`src/rtl/rv_mem_pkg.sv`:
```
// Shared types and constants for the unified instruction/data memory arbiter.
package rv_mem_pkg;
  localparam int XLEN = 32;
  localparam int BE_W = 4;

  // Which requester owns the read that is returning this cycle.
  typedef enum logic [1:0] {
    OWN_NONE = 2'd0,
    OWN_IF   = 2'd1,
    OWN_D    = 2'd2
  } owner_t;
endpackage

```
`src/rtl/mem_arbiter_if.sv`:
```
// Bundle of fetch, data and BRAM signals around mem_arbiter.
// Handshake: a requester raises *_req with a stable payload and holds both until
// *_ready is high in the same cycle; that cycle is the transfer. *_rvalid follows one cycle later.
interface mem_arbiter_if #(
  parameter int MEM_AW = 12
);
  import rv_mem_pkg::*;

  logic              if_req;
  logic [XLEN-1:0]   if_addr;
  logic              if_ready;
  logic              if_rvalid;
  logic [XLEN-1:0]   if_rdata;

  logic              d_req;
  logic              d_we;
  logic [BE_W-1:0]   d_be;
  logic [XLEN-1:0]   d_addr;
  logic [XLEN-1:0]   d_wdata;
  logic              d_ready;
  logic              d_rvalid;
  logic [XLEN-1:0]   d_rdata;

  logic              mem_en;
  logic [BE_W-1:0]   mem_we;
  logic [MEM_AW-1:0] mem_addr;
  logic [XLEN-1:0]   mem_wdata;
  logic [XLEN-1:0]   mem_rdata;

  modport slave (
    input  if_req, if_addr, d_req, d_we, d_be, d_addr, d_wdata, mem_rdata,
    output if_ready, if_rvalid, if_rdata, d_ready, d_rvalid, d_rdata,
           mem_en, mem_we, mem_addr, mem_wdata
  );

  modport master (
    output if_req, if_addr, d_req, d_we, d_be, d_addr, d_wdata, mem_rdata,
    input  if_ready, if_rvalid, if_rdata, d_ready, d_rvalid, d_rdata,
           mem_en, mem_we, mem_addr, mem_wdata
  );
endinterface

```
`src/rtl/mem_arb_grant.sv`:
```
// Fetch/data priority decision with a saturating starvation counter for fetch.
module mem_arb_grant #(
  parameter int unsigned STARVE_LIMIT = 4
) (
  input  logic       clk,
  input  logic       rst_n,
  input  logic       if_req,
  input  logic       d_req,
  output logic       gnt_if,
  output logic       gnt_d,
  output logic [3:0] starve_cnt
);
  localparam logic [3:0] LIMIT = 4'(STARVE_LIMIT);

  logic [3:0] starve_cnt_q, starve_cnt_d;

  always_comb begin
    gnt_if = 1'b0;
    gnt_d  = 1'b0;
    if (rst_n) begin
      if (if_req && d_req) begin
        // Data wins unless fetch has been denied LIMIT cycles in a row.
        if (starve_cnt_q == LIMIT) gnt_if = 1'b1;
        else                       gnt_d  = 1'b1;
      end else if (if_req) begin
        gnt_if = 1'b1;
      end else if (d_req) begin
        gnt_d = 1'b1;
      end
    end

    starve_cnt_d = starve_cnt_q;
    if (!if_req || gnt_if)         starve_cnt_d = 4'd0;
    else if (starve_cnt_q < LIMIT) starve_cnt_d = starve_cnt_q + 4'd1;
  end

  always_ff @(posedge clk) begin
    if (!rst_n) starve_cnt_q <= 4'd0;
    else        starve_cnt_q <= starve_cnt_d;
  end

  assign starve_cnt = starve_cnt_q;
endmodule

```
`src/rtl/mem_arbiter.sv`:
```
// Shares one single-port 1-cycle-latency BRAM between instruction fetch and load/store,
// routing read data back to the requester that issued it.
module mem_arbiter
  import rv_mem_pkg::*;
#(
  parameter int          MEM_AW       = 12,
  parameter int unsigned STARVE_LIMIT = 4
) (
  input  logic          clk,
  input  logic          rst_n,
  mem_arbiter_if.slave  bus,
  output owner_t        dbg_owner,
  output logic [3:0]    dbg_starve_cnt
);
  logic   gnt_if, gnt_d;
  owner_t owner_q, owner_d;
  logic   unused_addr_bits;

  mem_arb_grant #(
    .STARVE_LIMIT (STARVE_LIMIT)
  ) u_grant (
    .clk        (clk),
    .rst_n      (rst_n),
    .if_req     (bus.if_req),
    .d_req      (bus.d_req),
    .gnt_if     (gnt_if),
    .gnt_d      (gnt_d),
    .starve_cnt (dbg_starve_cnt)
  );

  assign bus.if_ready  = gnt_if;
  assign bus.d_ready   = gnt_d;
  assign bus.mem_en    = gnt_if | gnt_d;
  assign bus.mem_addr  = gnt_if ? bus.if_addr[MEM_AW+1:2] : bus.d_addr[MEM_AW+1:2];
  assign bus.mem_we    = (gnt_d && bus.d_we) ? bus.d_be : '0;
  assign bus.mem_wdata = bus.d_wdata;

  // Byte offset and bits above the memory size are dropped so addresses wrap.
  assign unused_addr_bits = ^{bus.if_addr[XLEN-1:MEM_AW+2], bus.if_addr[1:0],
                              bus.d_addr[XLEN-1:MEM_AW+2], bus.d_addr[1:0]};

  always_comb begin
    owner_d = OWN_NONE;
    if (gnt_if)                  owner_d = OWN_IF;
    else if (gnt_d && !bus.d_we) owner_d = OWN_D;
  end

  always_ff @(posedge clk) begin
    if (!rst_n) owner_q <= OWN_NONE;
    else        owner_q <= owner_d;
  end

  // Gating with rst_n kills the response of a read accepted just before reset.
  assign bus.if_rvalid = rst_n && (owner_q == OWN_IF);
  assign bus.d_rvalid  = rst_n && (owner_q == OWN_D);
  assign bus.if_rdata  = bus.mem_rdata;
  assign bus.d_rdata   = bus.mem_rdata;
  assign dbg_owner     = owner_q;
endmodule
```
`src/flat_wrapper.sv`:
```
// flat-port wrapper written by rule: the top's interface ports become plain ports
module mem_arbiter_flat import rv_mem_pkg::*;
#(
  parameter int          MEM_AW       = 12,
  parameter int unsigned STARVE_LIMIT = 4
)
  (clk, rst_n, dbg_owner, dbg_starve_cnt, bus_if_req, bus_if_addr, bus_d_req, bus_d_we, bus_d_be, bus_d_addr, bus_d_wdata, bus_mem_rdata, bus_if_ready, bus_if_rvalid, bus_if_rdata, bus_d_ready, bus_d_rvalid, bus_d_rdata, bus_mem_en, bus_mem_we, bus_mem_addr, bus_mem_wdata);
  mem_arbiter_if #(.MEM_AW(MEM_AW)) bus_i ();
  input  logic clk;
  input  logic rst_n;
  output owner_t dbg_owner;
  output logic [3:0] dbg_starve_cnt;
  input wire logic [$bits(bus_i.if_req)-1:0] bus_if_req;
  input wire logic [$bits(bus_i.if_addr)-1:0] bus_if_addr;
  input wire logic [$bits(bus_i.d_req)-1:0] bus_d_req;
  input wire logic [$bits(bus_i.d_we)-1:0] bus_d_we;
  input wire logic [$bits(bus_i.d_be)-1:0] bus_d_be;
  input wire logic [$bits(bus_i.d_addr)-1:0] bus_d_addr;
  input wire logic [$bits(bus_i.d_wdata)-1:0] bus_d_wdata;
  input wire logic [$bits(bus_i.mem_rdata)-1:0] bus_mem_rdata;
  output wire logic [$bits(bus_i.if_ready)-1:0] bus_if_ready;
  output wire logic [$bits(bus_i.if_rvalid)-1:0] bus_if_rvalid;
  output wire logic [$bits(bus_i.if_rdata)-1:0] bus_if_rdata;
  output wire logic [$bits(bus_i.d_ready)-1:0] bus_d_ready;
  output wire logic [$bits(bus_i.d_rvalid)-1:0] bus_d_rvalid;
  output wire logic [$bits(bus_i.d_rdata)-1:0] bus_d_rdata;
  output wire logic [$bits(bus_i.mem_en)-1:0] bus_mem_en;
  output wire logic [$bits(bus_i.mem_we)-1:0] bus_mem_we;
  output wire logic [$bits(bus_i.mem_addr)-1:0] bus_mem_addr;
  output wire logic [$bits(bus_i.mem_wdata)-1:0] bus_mem_wdata;
  assign bus_i.if_req = bus_if_req;
  assign bus_i.if_addr = bus_if_addr;
  assign bus_i.d_req = bus_d_req;
  assign bus_i.d_we = bus_d_we;
  assign bus_i.d_be = bus_d_be;
  assign bus_i.d_addr = bus_d_addr;
  assign bus_i.d_wdata = bus_d_wdata;
  assign bus_i.mem_rdata = bus_mem_rdata;
  assign bus_if_ready = bus_i.if_ready;
  assign bus_if_rvalid = bus_i.if_rvalid;
  assign bus_if_rdata = bus_i.if_rdata;
  assign bus_d_ready = bus_i.d_ready;
  assign bus_d_rvalid = bus_i.d_rvalid;
  assign bus_d_rdata = bus_i.d_rdata;
  assign bus_mem_en = bus_i.mem_en;
  assign bus_mem_we = bus_i.mem_we;
  assign bus_mem_addr = bus_i.mem_addr;
  assign bus_mem_wdata = bus_i.mem_wdata;
  mem_arbiter #(.MEM_AW(MEM_AW), .STARVE_LIMIT(STARVE_LIMIT)) u_core (.clk(clk), .rst_n(rst_n), .bus(bus_i), .dbg_owner(dbg_owner), .dbg_starve_cnt(dbg_starve_cnt));
endmodule
```
`config.mk`:
```
export PLATFORM = sky130hd
export DESIGN_NAME = mem_arbiter_flat
export DESIGN_NICKNAME = d
export VERILOG_FILES = /design/src/rtl/rv_mem_pkg.sv /design/src/rtl/mem_arbiter_if.sv /design/src/rtl/mem_arb_grant.sv /design/src/rtl/mem_arbiter.sv /design/src/flat_wrapper.sv
export SDC_FILE = /design/constraint.sdc
export NUM_CORES = 1
export LEC_CHECK = 0
export BUFFER_PORTS_ARGS = -buffer_cell sky130_fd_sc_hd__buf_4
export CORE_AREA = 2 2 102 104
export DETAILED_ROUTE_END_ITERATION = 12
export DIE_AREA = 0 0 104 106
export PLACE_DENSITY = 0.48
export SYNTH_ARGS = -nofsm -noshare
export SYNTH_HDL_FRONTEND = slang
export SYNTH_HIERARCHICAL = 1
export SYNTH_SLANG_ARGS = --single-unit
```
`constraint.sdc`:
```
create_clock -name clk -period 1.83 [get_ports clk]
set_input_delay 0.183 -clock clk [delete_from_list [all_inputs] [get_ports clk]]
set_output_delay 0.183 -clock clk [all_outputs]
set_load 0.02 [all_outputs]
```
# Word level (Yosys, flattened, before mapping)
# Cells that the tools add are included.
[word_totals]
ff_bits = 6
elab_cells = 33
input_bits = 137
[classes]
n_lt_le_gt_ge = 1
n_reduce_logical = 10
n_addsub = 1
bitwise = 2
muxes = 13
eq_ne = 3
[ops]
columns = ["op", "count"]
rows = [
  ["$mux 12", 1],
  ["$mux 1", 10],
  ["$logic_and 1x1->1", 5],
  ["$add 4x1->4 const B", 1],
  ["$eq 4x3->1 const B", 1],
  ["$lt 4x3->1 const B", 1],
  ["$mux 4", 1],
  ["$reduce_or 2->1", 2],
  ["$eq 2x1->1 const B", 1],
  ["$eq 2x2->1 const B", 1],
  ["$logic_not 1->1", 2],
  ["$mux 2", 1],
  ["$logic_or 1x1->1", 1],
  ["$not 1->1", 1],
  ["$or 1x1->1", 1],
]

# Depth between registers and ports, before layout
[logic_depth]
ltp_word = 7
ltp_mapped = 7
ltp_nobuf = 5

# By module
# Netlist, hierarchy kept.
[modules_own_cells]
columns = ["module", "area_each_um2", "seq_area_each_um2", "n_inst", "cells_per_inst"]
rows = [
  ["mem_arbiter", 1034.7, 40.0, 1, 121],
  ["mem_arb_grant", 222.7, 80.1, 1, 25],
]

# Worst setup path before layout
# OpenSTA, ideal clock, no wires.
[synth_path]
kind = "register to output"
startpoint = "register u_core.u_grant.starve_cnt_q[0] (netlist: u_core/u_grant/starve_cnt[0])"
endpoint = "output port bus_mem_addr[10]"
path_stages_with_launch = 8
arrival_time_ps = 1881
slack_ps = -234
n_path_buf = 2
required_time_ps = 1647
cell_sequence = "dfxtp_1 inv_1 ha_1 and3b_2 o211a_1 buf_6 buf_12 mux2_4"
[synth_between]
elab_chain_len = 5
[synth_rtl]
columns = ["item", "line_no", "source"]
rows = [
  ["start, declared", "mem_arb_grant.sv:15", "logic [3:0] starve_cnt_q, starve_cnt_d;"],
  ["start signal, assigned", "mem_arb_grant.sv:39", "else starve_cnt_q <= starve_cnt_d;"],
  ["$eq 4x3->1", "mem_arb_grant.sv:23", "if (starve_cnt_q == LIMIT) gnt_if = 1'b1;"],
  ["$mux 1", "mem_arb_grant.sv:23", ""],
  ["$mux 1", "mem_arb_grant.sv:21", "if (if_req && d_req) begin"],
  ["$mux 1", "mem_arb_grant.sv:20", "if (rst_n) begin"],
  ["net bus_if_ready", "flat_wrapper.sv:21", "output wire logic [$bits(bus_i.if_ready)-1:0] bus_if_ready;"],
  ["$mux 12", "mem_arbiter.sv:34", "assign bus.mem_addr = gnt_if ? bus.if_addr[MEM_AW+1:2] : bus.d_addr[MEM_AW+1:2];"],
  ["end, declared", "flat_wrapper.sv:29", "output wire logic [$bits(bus_i.mem_addr)-1:0] bus_mem_addr;"],
]
# The timed path passes the listed nets, and every way through them passes these cells.

# Final worst setup path
[layout_path]
startpoint = "register u_core.u_grant.starve_cnt_q[1] (netlist: u_core/u_grant/starve_cnt[1])"
endpoint = "output port bus_mem_addr[8]"
[layout_between]
elab_chain_len = 5
[layout_rtl]
columns = ["item", "line_no"]
rows = [
  ["$eq 4x3->1", "mem_arb_grant.sv:23"],
  ["$mux 1", "mem_arb_grant.sv:23"],
  ["$mux 1", "mem_arb_grant.sv:21"],
  ["$mux 1", "mem_arb_grant.sv:20"],
  ["$mux 12", "mem_arbiter.sv:34"],
]
# Every way passes these cells.

==> run_results.csv <==
group,metric,value,unit
run_status,outcome,"finished, violations left",
run_status,violations,"setup timing",
sta,whs,0.167,ns
logic_synthesis,synth_seq_cells,6,
min_path,min_to,"u_core/dbg_owner[1]$_SDFF_PP0_",
power_and_ir_drop,p_sw_share,28.1,%
routing,drtPass1Iterations,2,
sta,hold_viol,0,
power_and_ir_drop,power_density,434,nW/um2
grt,antenna_found_initial,0,
logic_synthesis,netlist_area,1260,um2
worst_setup_path,worstPathCellList,"inv_2, ha_4, and3b_2, o211a_4, mux2_4, buf_6",
sta,finalCritPeriodShare,107,%
power_and_ir_drop,p_int,0.420,mW
worst_setup_path,reg2regPathDepth,7,
power_and_ir_drop,power_frac_comb,39.4,%
grt,grt_pass1_wl,4200,um
worst_setup_path,worst-path-buf-inv,2,
logic_synthesis,yosysUniqueCellTypes,25,
sta,worstMarginPinSlew,0.388,ns
sta,timing.fmax,511,MHz
worst_setup_path,r2r_setup_slack,0.14,ns
min_path,min-delay-start,"bus_d_we",
placement,place_ws,0.00248,ns
grt,first_global_vias,746,
finish,ff_latch_area,128,um2
clocking,cts_sinks,6,
worst_setup_path,critPathKind,"reg -> out",
clocking,clockBufferDepth,2,
routing,drc_errors,0,
floorplan,start_util,12.6,%
routing,drt_iter0_markers,9,
routing,avgRoutedWirePerCell,11.3,um
logic_synthesis,syn_avg_cell_area,8.61,um2
worst_setup_path,worstPathRequired,1.65,ns
clocking,cts.htree.levels,1,
logic_synthesis,syn_nets,285,
routing,drtAntennaViolNets,0,
sta,relSlewSlack,74.1,%
logic_synthesis,yosysWarnings,6,
sta,rsz0062_at_grt,"true",
placement,place_inst,249,
clocking,cts_hold_buf,0,
finish,finish.net_count,260,
grt,grt_use_total,4.82,%
power_and_ir_drop,peakVddDrop,0.176,mV
routing,wl,2880,um
grt,grt_overflow_total,0,
sta,setup_violations,17,
floorplan,rows,37,
sta,drv_slew,0,
power_and_ir_drop,p_leak,0.627,nW
worst_setup_path,crit_fanout,8,
floorplan,die_h,106,um
clocking,cts_buffers,3,
finish,antennaDiodeCount,0,
power_and_ir_drop,p_seq_share,22.8,%
clocking,clkTransAtPathRegs,0.04,ns
power_and_ir_drop,p_clk_share,37.8,%
finish,multi_input_area,429,um2
placement,io_buffers,59,
grt,grt_max_degree,9,
worst_setup_path,slowest_delay,0.34,ns
floorplan,io_pins,260,
finish,final_util,13.5,%
worst_setup_path,startpoint_type,"flop",
worst_setup_path,reg2reg_from,"u_core/u_grant/starve_cnt[1]$_SDFFE_PP0N_",
sta,layout_min_cycle_time,1.96,ns
min_path,min_path_cells,2,
clocking,clock_latency,0.23,ns
logic_synthesis,synth_cells,146,
worst_setup_path,worstReg2RegEnd,"u_core/dbg_owner[1]$_SDFF_PP0_",
job,drv_cap,0,
floorplan,die_area,11000,um2
placement,finalWeightedCongestion,0.664,
worst_setup_path,critPathArrivalTime,1.77,ns
routing,vias,729,
finish,drive_gt1_share,80.0,%
routing,viasPerCell,2.85,
sta,timing.final.ws_setup,-0.125,ns
worst_setup_path,crit_slowest_cell,"dfxtp_4",
worst_setup_path,cp-end-kind,"output port",
logic_synthesis,ys_seq_area_share,9.55,%
clocking,cts_tree,"built",
clocking,cts_root_buf,"clkbuf_8",
sta,skew,0.00402,ns
power_and_ir_drop,power_switching,0.164,mW
finish,fillers,1162,
min_path,hp-class,"in -> reg",
placement,dpl.hpwl,2130,um
finish,layout_commonest_cell,"buf_4",
worst_setup_path,critPathTopFamily,"flip-flops",
finish,syn_to_final_growth,7.06,%
finish,final_cell_mix,"buf_4, buf_6, mux2_4",
finish,stdcell_count,256,
floorplan,core-area,10000,um2
floorplan,die_x,104,um
## power groups by stage
stage	Clock [mW]	Sequential (mW)	Combinational, mW
after global routing	0.243	0.133	0.244
after global placement	0	0.136	0.196
after detailed placement	0	0.136	0.199
final	0.221	0.133	0.230
after floorplan	0	0.139	0.396
after CTS	0.238	0.133	0.231
## worst reg2reg max path, delay by kind of cell, from the launching register on
kind | cells | cell delay, ns
AOI/OAI and AO/OA | 1 | 0.30
and+or+nand+nor | 2 | 0.50
adders and majority gates | 1 | 0.14
buffers and inverters | 3 | 0.32
DFF | 1 | 0.34
## routing by layer
layer,track usage (%),vias to the layer above,share of wire [%]
met4,3.76,0,5.4
met1,5.35,327,36
li1,-,323,-
met5,0,-,0
met2,6.95,55,45
met3,2.45,24,14
## flip-flops by register name (all words and copies together) (netlist names)
| register | flops |
|---|---|
| u_core/dbg_owner | 2 |
| u_core/u_grant/starve_cnt | 4 |
## synth_stat cells (all sizes together)
master | count | area (um2)
buf | 98 | 752
mux2 | 12 | 161
dfxtp | 6 | 120
inv | 5 | 18.8
and3 | 4 | 25.0
a211oi | 3 | 27.5
and3b | 3 | 27.5
ha | 2 | 25.0
o21ai | 2 | 10.0
a21oi | 1 | 5.00
and2 | 1 | 7.51
nand2 | 1 | 3.75
nand2b | 1 | 8.76
nand3 | 1 | 5.00
nor2 | 1 | 3.75
nor4bb | 1 | 25.0
o211a | 1 | 10.0
or2 | 1 | 6.26
or3 | 1 | 6.26
or3b | 1 | 8.76
## worst max path at each step
stage | startpoint | endpoint | depth (start not counted)
6_report | u_core/u_grant/starve_cnt[1]$_SDFFE_PP0N_ | bus_mem_addr[8] | 6
5_1_grt | u_core/u_grant/starve_cnt[1]$_SDFFE_PP0N_ | bus_mem_we[1] | 6
4_1_cts | u_core/u_grant/starve_cnt[1]$_SDFFE_PP0N_ | bus_mem_addr[8] | 6
3_5_place_dp | u_core/u_grant/starve_cnt[1]$_SDFFE_PP0N_ | bus_mem_addr[3] | 6
3_3_place_gp | u_core/u_grant/starve_cnt[1]$_SDFFE_PP0N_ | bus_mem_addr[3] | 6
2_1_floorplan | u_core/u_grant/starve_cnt[1]$_SDFFE_PP0N_ | bus_mem_addr[10] | 7
## metrics by stage
stage | cell area, um2 | power, mW | TNS, ns
3_5_place_dp | 1180 | 0.334 | 0
3_3_place_gp | 1180 | 0.332 | 0
4_1_cts | 1340 | 0.602 | -2.05
6_report | 1350 | 0.584 | -1.66
5_1_grt | 1350 | 0.620 | -2.49
2_1_floorplan | 1280 | 0.535 | -0.380
## cells by family (layout without fill, tap and decap cells)
kind of cell / Yosys count / in the layout / synth area share, %
flops: 6 / 6 / 9.55
mux: 12 / 12 / 12.8
fa+ha+maj: 2 / 2 / 1.99
buf+inv: 103 / 76 / 61.3
simple gates: 16 / 16 / 10.1
compound gates: 7 / 8 / 4.18
## final cells by class
cell class	instances	area share [%]
sequential	6	9.48
tap	136	12.6
timing repair buffer	67	41.3
inverter	5	1.39
clock buffer	4	3.35
multi-input combinational	38	31.9
## timing repair
item / 4_1_cts / 5_1_grt
buffers inserted: 3 / 0
endpoints found under the hold margin: 0 / 0
cloned: 1 / 0
setup endpoints to repair: 17 / 20
pin swaps: 1 / 1
resized for setup: 20 / 2
Power figures use the tool's default switching activity.
